## config.mk

```make
export PLATFORM = sky130hd
export DESIGN_NAME = mem_access_unit
export DESIGN_NICKNAME = d
export VERILOG_FILES = /design/src/rtl/mem_access_pkg.sv /design/src/rtl/mem_access_unit_ld_extract.sv /design/src/rtl/mem_access_unit.sv
export SDC_FILE = /design/constraint.sdc
export NUM_CORES = 1
export LEC_CHECK = 0
export CELL_PAD_IN_SITES_DETAIL_PLACEMENT = 1
export CELL_PAD_IN_SITES_GLOBAL_PLACEMENT = 2
export CORE_UTILIZATION = 26
export DETAILED_ROUTE_END_ITERATION = 16
export PLACE_DENSITY = 0.8
export SYNTH_ARGS = -nofsm -noshare
export SYNTH_HDL_FRONTEND = slang
export SYNTH_SLANG_ARGS = --single-unit
```

## constraint.sdc

```tcl
create_clock -name clk -period 2.7 [get_ports clk]
set_input_delay 0.405 -clock clk [delete_from_list [all_inputs] [get_ports clk]]
set_output_delay 0.405 -clock clk [all_outputs]
set_load 0.05 [all_outputs]
```

## src/rtl/mem_access_pkg.sv

```systemverilog
// Shared types and helpers for the memory access unit: size encodings, FSM states,
// default timeout, and store lane helpers (big-endian: lane 0 is bits 31:24).
package mem_access_pkg;

  localparam int unsigned TimeoutDefault = 255;

  typedef enum logic [1:0] {
    SzWord = 2'b00,
    SzByte = 2'b01,
    SzHalf = 2'b10,
    SzNone = 2'b11
  } size_e;

  typedef enum logic [1:0] {
    StIdle,
    StBus,
    StResp
  } state_e;

  // Byte enables for an access; loads always read the full word.
  function automatic logic [3:0] lane_be(input logic is_store, input size_e sz,
                                         input logic [1:0] lane);
    logic [3:0] be;
    be = 4'b1111;
    if (is_store) begin
      unique case (sz)
        SzHalf:  be = lane[1] ? 4'b0011 : 4'b1100;
        SzByte:  be = 4'b1000 >> lane;
        default: be = 4'b1111;
      endcase
    end
    return be;
  endfunction

  // Replicate right-justified store data across every lane it could occupy.
  function automatic logic [31:0] store_data(input size_e sz, input logic [31:0] wd);
    logic [31:0] d;
    unique case (sz)
      SzHalf:  d = {2{wd[15:0]}};
      SzByte:  d = {4{wd[7:0]}};
      default: d = wd;
    endcase
    return d;
  endfunction

endpackage

```

## src/rtl/mem_access_unit_ld_extract.sv

```systemverilog
// Combinational load lane extraction with sign or zero extension (big-endian lanes).
module ld_extract
  import mem_access_pkg::*;
(
  input  logic [31:0] rdata_i,
  input  size_e       size_i,
  input  logic [1:0]  lane_i,
  input  logic        unsigned_i,
  output logic [31:0] data_o
);

  logic [7:0]  byte_v;
  logic [15:0] half_v;

  // Pick the addressed lane, then extend it to 32 bits.
  always_comb begin
    byte_v = 8'h00;
    half_v = 16'h0000;
    data_o = '0;
    unique case (lane_i)
      2'b00: byte_v = rdata_i[31:24];
      2'b01: byte_v = rdata_i[23:16];
      2'b10: byte_v = rdata_i[15:8];
      2'b11: byte_v = rdata_i[7:0];
    endcase
    half_v = lane_i[1] ? rdata_i[15:0] : rdata_i[31:16];
    unique case (size_i)
      SzWord:  data_o = rdata_i;
      SzHalf:  data_o = {{16{half_v[15] & ~unsigned_i}}, half_v};
      SzByte:  data_o = {{24{byte_v[7] & ~unsigned_i}}, byte_v};
      default: data_o = '0;
    endcase
  end

endmodule

```

## src/rtl/mem_access_unit.sv

```systemverilog
// Load/store unit between a core and a simple word-addressed ack-based memory bus.
// Optional feature macro: MEM_MISALIGN_TRAP_EN -- misaligned half/word requests complete
// immediately with misalign=1 instead of being forced onto an aligned address.
module mem_access_unit
  import mem_access_pkg::*;
#(
  parameter int unsigned TIMEOUT = TimeoutDefault
) (
  input  logic        clk,
  input  logic        rst_n,
  input  logic        req_valid,
  output logic        req_ready,
  input  logic        is_store,
  input  logic [1:0]  size,
  input  logic        unsigned_ld,
  input  logic [31:0] addr,
  input  logic [31:0] wdata,
  output logic        resp_valid,
  output logic [31:0] rdata,
  output logic        misalign,
  output logic        bus_err,
  output logic        mem_req,
  output logic        mem_we,
  output logic [3:0]  mem_be,
  output logic [29:0] mem_addr,
  output logic [31:0] mem_wdata,
  input  logic        mem_ack,
  input  logic [31:0] mem_rdata
);

  localparam logic [7:0] TimeoutCnt = 8'(TIMEOUT);

  state_e      state_q, state_d;
  logic        is_store_q, is_store_d;
  size_e       size_q, size_d;
  logic        unsigned_q, unsigned_d;
  logic [1:0]  lane_q, lane_d;
  logic [7:0]  cnt_q, cnt_d;
  logic        mem_req_q, mem_req_d, mem_we_q, mem_we_d;
  logic [3:0]  mem_be_q, mem_be_d;
  logic [29:0] mem_addr_q, mem_addr_d;
  logic [31:0] mem_wdata_q, mem_wdata_d;
  logic        resp_valid_q, resp_valid_d;
  logic [31:0] rdata_q, rdata_d;
  logic        misalign_q, misalign_d, bus_err_q, bus_err_d;

  size_e       size_in;
  logic [1:0]  lane_in;
  logic        mis_in;
  logic [31:0] ld_data;

  assign size_in = size_e'(size);

  // Force the unused low address bits of a half or word access to zero.
  always_comb begin
    lane_in = addr[1:0];
    unique case (size_in)
      SzWord:  lane_in = 2'b00;
      SzHalf:  lane_in = {addr[1], 1'b0};
      default: lane_in = addr[1:0];
    endcase
  end

`ifdef MEM_MISALIGN_TRAP_EN
  assign mis_in = ((size_in == SzHalf) && addr[0]) || ((size_in == SzWord) && (addr[1:0] != 2'b00));
`else
  assign mis_in = 1'b0;
`endif

  ld_extract u_ld_extract (
    .rdata_i    (mem_rdata),
    .size_i     (size_q),
    .lane_i     (lane_q),
    .unsigned_i (unsigned_q),
    .data_o     (ld_data)
  );

  // Next-state logic for the IDLE -> BUS -> RESP sequence and all registered outputs.
  always_comb begin
    state_d      = state_q;
    is_store_d   = is_store_q;
    size_d       = size_q;
    unsigned_d   = unsigned_q;
    lane_d       = lane_q;
    cnt_d        = cnt_q;
    mem_req_d    = mem_req_q;
    mem_we_d     = mem_we_q;
    mem_be_d     = mem_be_q;
    mem_addr_d   = mem_addr_q;
    mem_wdata_d  = mem_wdata_q;
    resp_valid_d = 1'b0;
    rdata_d      = rdata_q;
    misalign_d   = misalign_q;
    bus_err_d    = bus_err_q;
    unique case (state_q)
      StIdle: begin
        if (req_valid) begin
          is_store_d = is_store;
          size_d     = size_in;
          unsigned_d = unsigned_ld;
          lane_d     = lane_in;
          rdata_d    = '0;
          misalign_d = 1'b0;
          bus_err_d  = 1'b0;
          if (size_in == SzNone || mis_in) begin
            state_d      = StResp;
            resp_valid_d = 1'b1;
            misalign_d   = mis_in;
          end else begin
            state_d     = StBus;
            cnt_d       = '0;
            mem_req_d   = 1'b1;
            mem_we_d    = is_store;
            mem_be_d    = lane_be(is_store, size_in, lane_in);
            mem_addr_d  = addr[31:2];
            mem_wdata_d = store_data(size_in, wdata);
          end
        end
      end
      StBus: begin
        // Ack wins over a timeout landing in the same cycle.
        if (mem_ack || (cnt_q + 8'd1 == TimeoutCnt)) begin
          state_d      = StResp;
          resp_valid_d = 1'b1;
          mem_req_d    = 1'b0;
          mem_we_d     = 1'b0;
          mem_be_d     = '0;
          mem_addr_d   = '0;
          mem_wdata_d  = '0;
          if (mem_ack) begin
            rdata_d = is_store_q ? 32'h0 : ld_data;
          end else begin
            bus_err_d = 1'b1;
          end
        end else begin
          cnt_d = cnt_q + 8'd1;
        end
      end
      StResp:  state_d = StIdle;
      default: state_d = StIdle;
    endcase
  end

  // State and output registers; reset abandons any bus access in flight.
  always_ff @(posedge clk or negedge rst_n) begin
    if (!rst_n) begin
      state_q      <= StIdle;
      is_store_q   <= 1'b0;
      size_q       <= SzWord;
      unsigned_q   <= 1'b0;
      lane_q       <= 2'b00;
      cnt_q        <= '0;
      mem_req_q    <= 1'b0;
      mem_we_q     <= 1'b0;
      mem_be_q     <= '0;
      mem_addr_q   <= '0;
      mem_wdata_q  <= '0;
      resp_valid_q <= 1'b0;
      rdata_q      <= '0;
      misalign_q   <= 1'b0;
      bus_err_q    <= 1'b0;
    end else begin
      state_q      <= state_d;
      is_store_q   <= is_store_d;
      size_q       <= size_d;
      unsigned_q   <= unsigned_d;
      lane_q       <= lane_d;
      cnt_q        <= cnt_d;
      mem_req_q    <= mem_req_d;
      mem_we_q     <= mem_we_d;
      mem_be_q     <= mem_be_d;
      mem_addr_q   <= mem_addr_d;
      mem_wdata_q  <= mem_wdata_d;
      resp_valid_q <= resp_valid_d;
      rdata_q      <= rdata_d;
      misalign_q   <= misalign_d;
      bus_err_q    <= bus_err_d;
    end
  end

  assign req_ready  = (state_q == StIdle);
  assign resp_valid = resp_valid_q;
  assign rdata      = rdata_q;
  assign misalign   = misalign_q;
  assign bus_err    = bus_err_q;
  assign mem_req    = mem_req_q;
  assign mem_we     = mem_we_q;
  assign mem_be     = mem_be_q;
  assign mem_addr   = mem_addr_q;
  assign mem_wdata  = mem_wdata_q;

endmodule

```

==> key figures, run 1 <==
Floorplanning
  – Die height: 149 µm
  – Initial Util: 26.6%
  – Die area: ~0.022 mm²
  – Core box area: 0.0211 mm²
  – # IOs: roughly 210
  – Placement row count: 53
  – Chip Width: 149 µm

Logic synthesis
  – Synth top area cells: dfrtp_1 (53%), nand2_1 (9.8%), o21ai_0 (4.3%)
  – Cell taking the most area after synthesis: dfrtp_1
  – Register area share after synthesis: between 50% and 60%
  – Post-synth EDFFs: 0
  – Syn Std Cell Area: 0.00562 mm²
  – Most frequent cell after synthesis: nand2_1
  – Post-Syn Nets: 712
  – Post-synth top area share: 52.6%
  – Synth top cells by count: nand2_1 (147), dfrtp_1 (118), o21ai_0 (48)
  – Distinct cells, synth: 46
  – Synth Register Bits: 118
  – YS warnings: 0
  – Syn_area_per_cell: 9.33 µm²
  – Cells after Synth: between 600 and 700
  – Primary FF master, synth: dfrtp_1
  – Asr flop ratio synth: 100%

Finish
  – Nets@finish: 905
  – Share of cells above drive strength 1: between 8 and 9%
  – Layout area overhead: 52.8%
  – Layout Utilization: 40.7%
  – # diodes: 0

STA
  – Crit path time final: 2.40 ns
  – Unrepaired setup endpoints after global routing: false
  – Peak Freq: roughly 420 MHz
  – Final Cycle Share: 88.9%
  – Setup TNS Final: 0 ns
  – Max-slew violation count: 0
  – Final Skew: 0.00884 ns
  – Setup violations, final: 0
  – Worst rel slew slack: 58.7%
  – Final WS setup: 0.301 ns
  – Actual slew at the worst max-slew pin: between 0.6 and 0.7 ns
  – Final hold vios: 0

Worst setup path
  – CP bufs+invs: 1
  – Slowest CP cell: clkdlybuf4s50_1
  – Crit path cell chain: nor2_1 -> clkdlybuf4s50_1
  – Critical Path End: req_ready
  – Worst R2R End: mem_wdata[29]
  – Crit path DAT: 1.99 ns
  – WP data required: 2.30 ns
  – CP startpoint kind: flip-flop
  – CP delay by family, top: buffers and inverters
  – R2R cell count: 8
  – Reg2Reg Setup Slack: between 0.3 and 0.4 ns
  – Crit end category: output port
  – Crit Path Category: reg2out
  – CP max stage delay: approximately 0.88 ns
  – FF-to-FF Start: cnt_q[1]
  – WP depth: 2
  – Max Fanout on Critical Path: 5
  – CP Launch Point: state_q[1]

GRT
  – GRT Util Overall: 18.1%
  – Congestion Overflow GR: 0
  – Pin count of the biggest net entering global routing: 61
  – Vias in the first global route: 5730
  – First-pass GRT wire length: 31.2 mm
  – Initial antenna violation count: 0

Clock network
  – Worst-Skew Late Latency: between 0.4 and 0.5 ns
  – H-tree levels: 4
  – Hold-fix buffers, CTS: 0
  – Post CTS Setup Buffer Count: 0
  – Clock Path Buffers: 2
  – Worst-path clk slew: 0.06 ns
  – Sink Count: 118
  – Gates resized, CTS repair: 0
  – CTS root buffer: clkbuf_16
  – TritonCTS clock tree: yes
  – Num CTS Buffers: 17

Flow run
  – MaxCap Viol Count: 0

Place
  – RePlAce Congestion: 0.825
  – Pre-CTS WS: 0.220 ns
  – Port bufs: 206
  – Dpl hpwl: 14.4 mm

Routing
  – Initial DRC Count: between 200 and 300
  – Post-route ant nets: 0
  – Vias: 5287
  – Met1 wire length: 8.57 mm
  – DR DRC count: 0
  – First-pass DRT Iterations: 6
  – Detailed-routed wire length on met3: approximately 1.6 mm
  – WL/cell: roughly 18 µm
  – Wire length on met2: 9.36 mm
  – DR vias/cell: approximately 4.9
  – Overall routed net length: 19.7 mm
  – Uppermost layer routed: met4

Pwr
  – Highest ir drop seen on vdd: 0.522 mV
  – P_leak: 0.00368 µW
  – PwrDens: roughly 1100 mW/mm²

Worst hold path
  – Hold/Removal Path Class: in2async

Outcome
  – Outcome: completed
-- metrics by stage --
step / total power (µW) / instance area [µm²] / hold WS (ns) / cells
global placement: 6930 / 7960 / 0.453 / 1051
floorplan: 5380 / 5620 / 0.109 / 602
finish: 9400 / 8590 / 0.00844 / 1083
CTS: 9520 / 8590 / 0.0228 / 1083
global route: 9870 / 8590 / 0.0386 / 1083
detailed placement: 7030 / 7960 / 0.467 / 1051
-- metal layers --
metal	track usage, %	vias up
met5	0	-
met4	4.34	0
met3	6.36	12
met2	29.7	160
met1	22.8	2618
li1	-	2497
-- area by class of cell --
cell class | count | area [µm²]
Clock inverter | 9 | 148
Multi-Input combinational cell | 429 | 2430
Tap cell | 275 | 344
Clock buffer | 23 | 478
Inverter | 10 | 37.5
Fill cell | 2397 | 12500
Sequential cell | 118 | 2950
Timing Repair Buffer | 219 | 2190
-- cells in the final DEF (no fill, tap or decap), types with 9 or more instances in the layout --
cell type and n:
clkdlybuf4s50_1 205, nand2_1 147, dfrtp_1 118, o21ai_0 48, o21ai_1 39, a21oi_1 22, o22ai_1 21, clkbuf_16 17
nor2_1 16, mux2i_1 13, nor2b_1 11, mux2_2 11, a31oi_1 11, buf_4 11, inv_1 10, a22o_1 9
-- flip-flops by register name, indices dropped and copies added (netlist names), 2 cells and up --
name       cells
cnt_q          8
size_q         2
mem_wdata     32
mem_be         4
mem_addr      30
lane_q         2
rdata         32
state_q        2
-- power by group --
part	internal, µW	leakage [µW]	total, µW	switching, µW
clock network	1610	0.000307	2420	811
logic	1460	0.00183	4310	2850
registers	2280	0.00154	2670	384
-- worst min-delay path by stage --
stage,end,slack (ns)
after floorplan,bus_err,0.11
after global placement,mem_addr[19],0.45
after detailed placement,mem_addr[20],0.47
after CTS,mem_addr[20],0.02
after global routing,mem_addr[20],0.04
final,mem_addr[23],0.008
-- cell families (layout without fill, tap and decap cells) --
logic type | after synthesis | after routing | share of synthesized area (%)
buffers and inverters | 55 | 261 | 4.37
and+or+nand+nor | 207 | 207 | 16.1
adders and majority gates | 6 | 6 | 1.34
xor gates and xnor gates | 2 | 2 | 0.312
other | 1 | 1 | 0.0668
AOI/OAI and AO/OA | 189 | 189 | 20.7
DFF | 118 | 118 | 52.6
muxes | 24 | 24 | 4.52
No activity file was read; power rests on OpenSTA's default activity.
==> inputs of run 2 (changes only) <==
--- a/config.mk
+++ b/config.mk
@@ -7,9 +7,9 @@
 export LEC_CHECK = 0
 export CELL_PAD_IN_SITES_DETAIL_PLACEMENT = 1
 export CELL_PAD_IN_SITES_GLOBAL_PLACEMENT = 2
-export CORE_UTILIZATION = 26
+export CORE_UTILIZATION = 28
 export DETAILED_ROUTE_END_ITERATION = 16
-export PLACE_DENSITY = 0.8
+export PLACE_DENSITY = 0.85
 export SYNTH_ARGS = -nofsm -noshare
 export SYNTH_HDL_FRONTEND = slang
 export SYNTH_SLANG_ARGS = --single-unit
==> constraint.sdc (replaced) <==
create_clock -name clk -period 3.1 [get_ports clk]
set_input_delay 0.465 -clock clk [delete_from_list [all_inputs] [get_ports clk]]
set_output_delay 0.465 -clock clk [all_outputs]
set_load 0.05 [all_outputs]
==> key figures, run 2 (same netlist as run 1, synthesis figures left out) <==
Routing
  – WL/cell: 18.7 µm (was 18.2 µm)
  – Post-route ant nets: 0 (unchanged)
  – First-pass DRT Iterations: 7 (was 6)
  – DR DRC count: 0 (unchanged)
  – Vias: 5320 (was 5287)
  – Overall routed net length: 20.0 mm (was 19.7 mm)
  – DR vias/cell: 4.97 (was 4.88)
  – Initial DRC Count: 276 (was 256)

Worst hold path
  – Hold/Removal Path Class: in2async (unchanged)

STA
  – Max-slew violation count: 0 (unchanged)
  – Setup violations, final: 0 (unchanged)
  – Crit path time final: roughly 2.4 ns
  – Final Skew: 0.0116 ns (was 0.00884 ns)
  – Final hold vios: 0 (unchanged)
  – Actual slew at the worst max-slew pin: 1.19 ns (was 0.620 ns)
  – Unrepaired setup endpoints after global routing: false (unchanged)
  – Final Cycle Share: about four fifths
  – Setup TNS Final: 0 ns (unchanged)
  – Worst rel slew slack: 20.2% (was 58.7%)
  – Peak Freq: 412 MHz

Worst setup path
  – FF-to-FF Start: cnt_q[3] (was cnt_q[1])
  – Worst R2R End: cnt_q[3] (was mem_wdata[29])
  – CP Launch Point: state_q[0] (was state_q[1])
  – Max Fanout on Critical Path: 5 (unchanged)
  – Critical Path End: req_ready (unchanged)
  – WP data required: 2.63 ns (was 2.30 ns)
  – Crit path DAT: 1.96 ns (was 1.99 ns)
  – R2R cell count: 6 (was 8)
  – Reg2Reg Setup Slack: 0.82 ns (was 0.31 ns)
  – Crit end category: output port (unchanged)
  – Crit Path Category: reg2out (unchanged)
  – CP startpoint kind: flip-flop (unchanged)

GRT
  – Vias in the first global route: 5731 (was 5730)
  – Initial antenna violation count: 0 (unchanged)
  – First-pass GRT wire length: 31.6 mm (was 31.2 mm)
  – Pin count of the biggest net entering global routing: 71 (was 61)
  – GRT Util Overall: 20.2% (was 18.1%)
  – Congestion Overflow GR: 0 (unchanged)

Pwr
  – P_leak: 0.00362 µW (was 0.00368 µW)
  – Highest ir drop seen on vdd: 0.411 mV (was 0.522 mV)
  – PwrDens: 939 mW/mm² (was 1090 mW/mm²)
  – Sw Pwr: 3560 µW (was 4050 µW)
  – Clk pwr share: 23.8% (was 25.8%)
  – Flop pwr share: 29.2% (was 28.4%)
  – Comb pwr share: 47.0% (was 45.8%)
  – Sw frac: 44.7% (was 43.0%)
  – P_int: 4410 µW (was 5350 µW)

Outcome
  – Outcome: completed (unchanged)

Floorplanning
  – Initial Util: 28.7% (was 26.6%)
  – # IOs: 208 (unchanged)
  – Die height: 144 µm (was 149 µm)
  – Die area: 0.0206 mm² (was 0.0222 mm²)
  – Placement row count: 51 (was 53)
  – Chip Width: 144 µm (was 149 µm)
  – Core box area: 0.0196 mm² (was 0.0211 mm²)

Place
  – RePlAce Congestion: 0.860 (was 0.825)
  – Dpl hpwl: 14.4 mm (about the same)
  – Port bufs: 206 (unchanged)

Flow run
  – MaxCap Viol Count: 0 (unchanged)

Clock network
  – Num CTS Buffers: 17 (unchanged)
  – H-tree levels: 4 (unchanged)
  – Clock Path Buffers: 2 (unchanged)
  – TritonCTS clock tree: yes (unchanged)
  – Sink Count: 118 (unchanged)
  – Hold-fix buffers, CTS: 0 (unchanged)
  – CTS root buffer: clkbuf_16 (unchanged)
  – Worst-path clk slew: 0.06 ns (about the same)
  – Worst-Skew Late Latency: 0.42 ns (was 0.41 ns)
  – Post CTS Setup Buffer Count: 0 (unchanged)
  – Gates resized, CTS repair: 0 (unchanged)

Finish
  – Commonest cells after routing, fill and taps aside: clkdlybuf4s50_1 (205), nand2_1 (147), dfrtp_1 (118), o21ai_0 (48), o21ai_1 (39) (unchanged)
  – # diodes: 0 (unchanged)
  – Commonest non-fill, non-tap cell in the layout: clkdlybuf4s50_1 (unchanged)
  – Layout area overhead: 51.2% (was 52.8%)
  – Nets@finish: 902 (was 905)
  – Share of cells above drive strength 1: 8.82% (was 8.91%)
  – Layout Utilization: 43.4% (was 40.7%)
-- run 2: changes by cell type in the layout (fill, tap and decap cells not counted), sizes merged --
| cell | delta |
|---|---|
| buf | -3 |
| bufinv | -3 |
| clkinvlp | +3 |
| clkbuf | -2 |
| clkinv | +2 |
-- run 2: layer usage --
| metal | global-route usage (%) | wire length, µm | part of all wire [%] |
|---|---|---|---|
| met1 | 24.0 | 8370 | 42 |
| met2 | 33.4 | 9660 | 48 |
| met3 | 7.03 | 1620 | 8.1 |
| met4 | 7.67 | 377 | 1.9 |
| met5 | 0 | 0 | 0 |
-- run 2: area by class of cell --
type	count	area, µm²
multi-input cells	429	2430
clock buffers	21	470
fillers	2230	11100
repair buffers	216	2170
flip-flops and latches	118	2950
well taps	265	332
clock inverters	11	101
inverters	10	37.5
-- run 2: worst min-delay path by stage --
stage	depth (start not counted)	to	slack (ns)
4_1_cts	1	mem_addr[0]	0.14
5_1_grt	1	mem_addr[0]	0.16
3_5_place_dp	2	rdata[30]	0.47
3_3_place_gp	2	rdata[25]	0.47
2_1_floorplan	0	bus_err	0.17
6_report	1	mem_addr[0]	0.12
-- run 2: worst max-delay path: stages, from the launching register on --
cell	delay (ns)
dfrtp_1	0.40
nor2_1	0.27
clkdlybuf4s50_1	0.87
-- run 2: metrics by stage --
step / area, µm² / hold WS, ns / power, µW / setup WS [ns] / instances
finish: 8490 / 0.116 / 7970 / 0.671 / 1070
floorplan: 5620 / 0.169 / 4690 / 0.670 / 602
global placement: 7920 / 0.466 / 6020 / 0.463 / 1038
global route: 8490 / 0.161 / 8380 / 0.613 / 1070
CTS: 8490 / 0.135 / 8060 / 0.654 / 1070
detailed placement: 7920 / 0.473 / 6120 / 0.356 / 1038
-- run 2: power groups by stage --
stage,Clock (µW),Combinational (µW),Sequential (µW)
final,1900,3750,2330
after global routing,2000,3990,2390
after CTS,1940,3780,2340
after detailed placement,0,3770,2350
after global placement,0,3700,2320
after floorplan,0,1010,3670
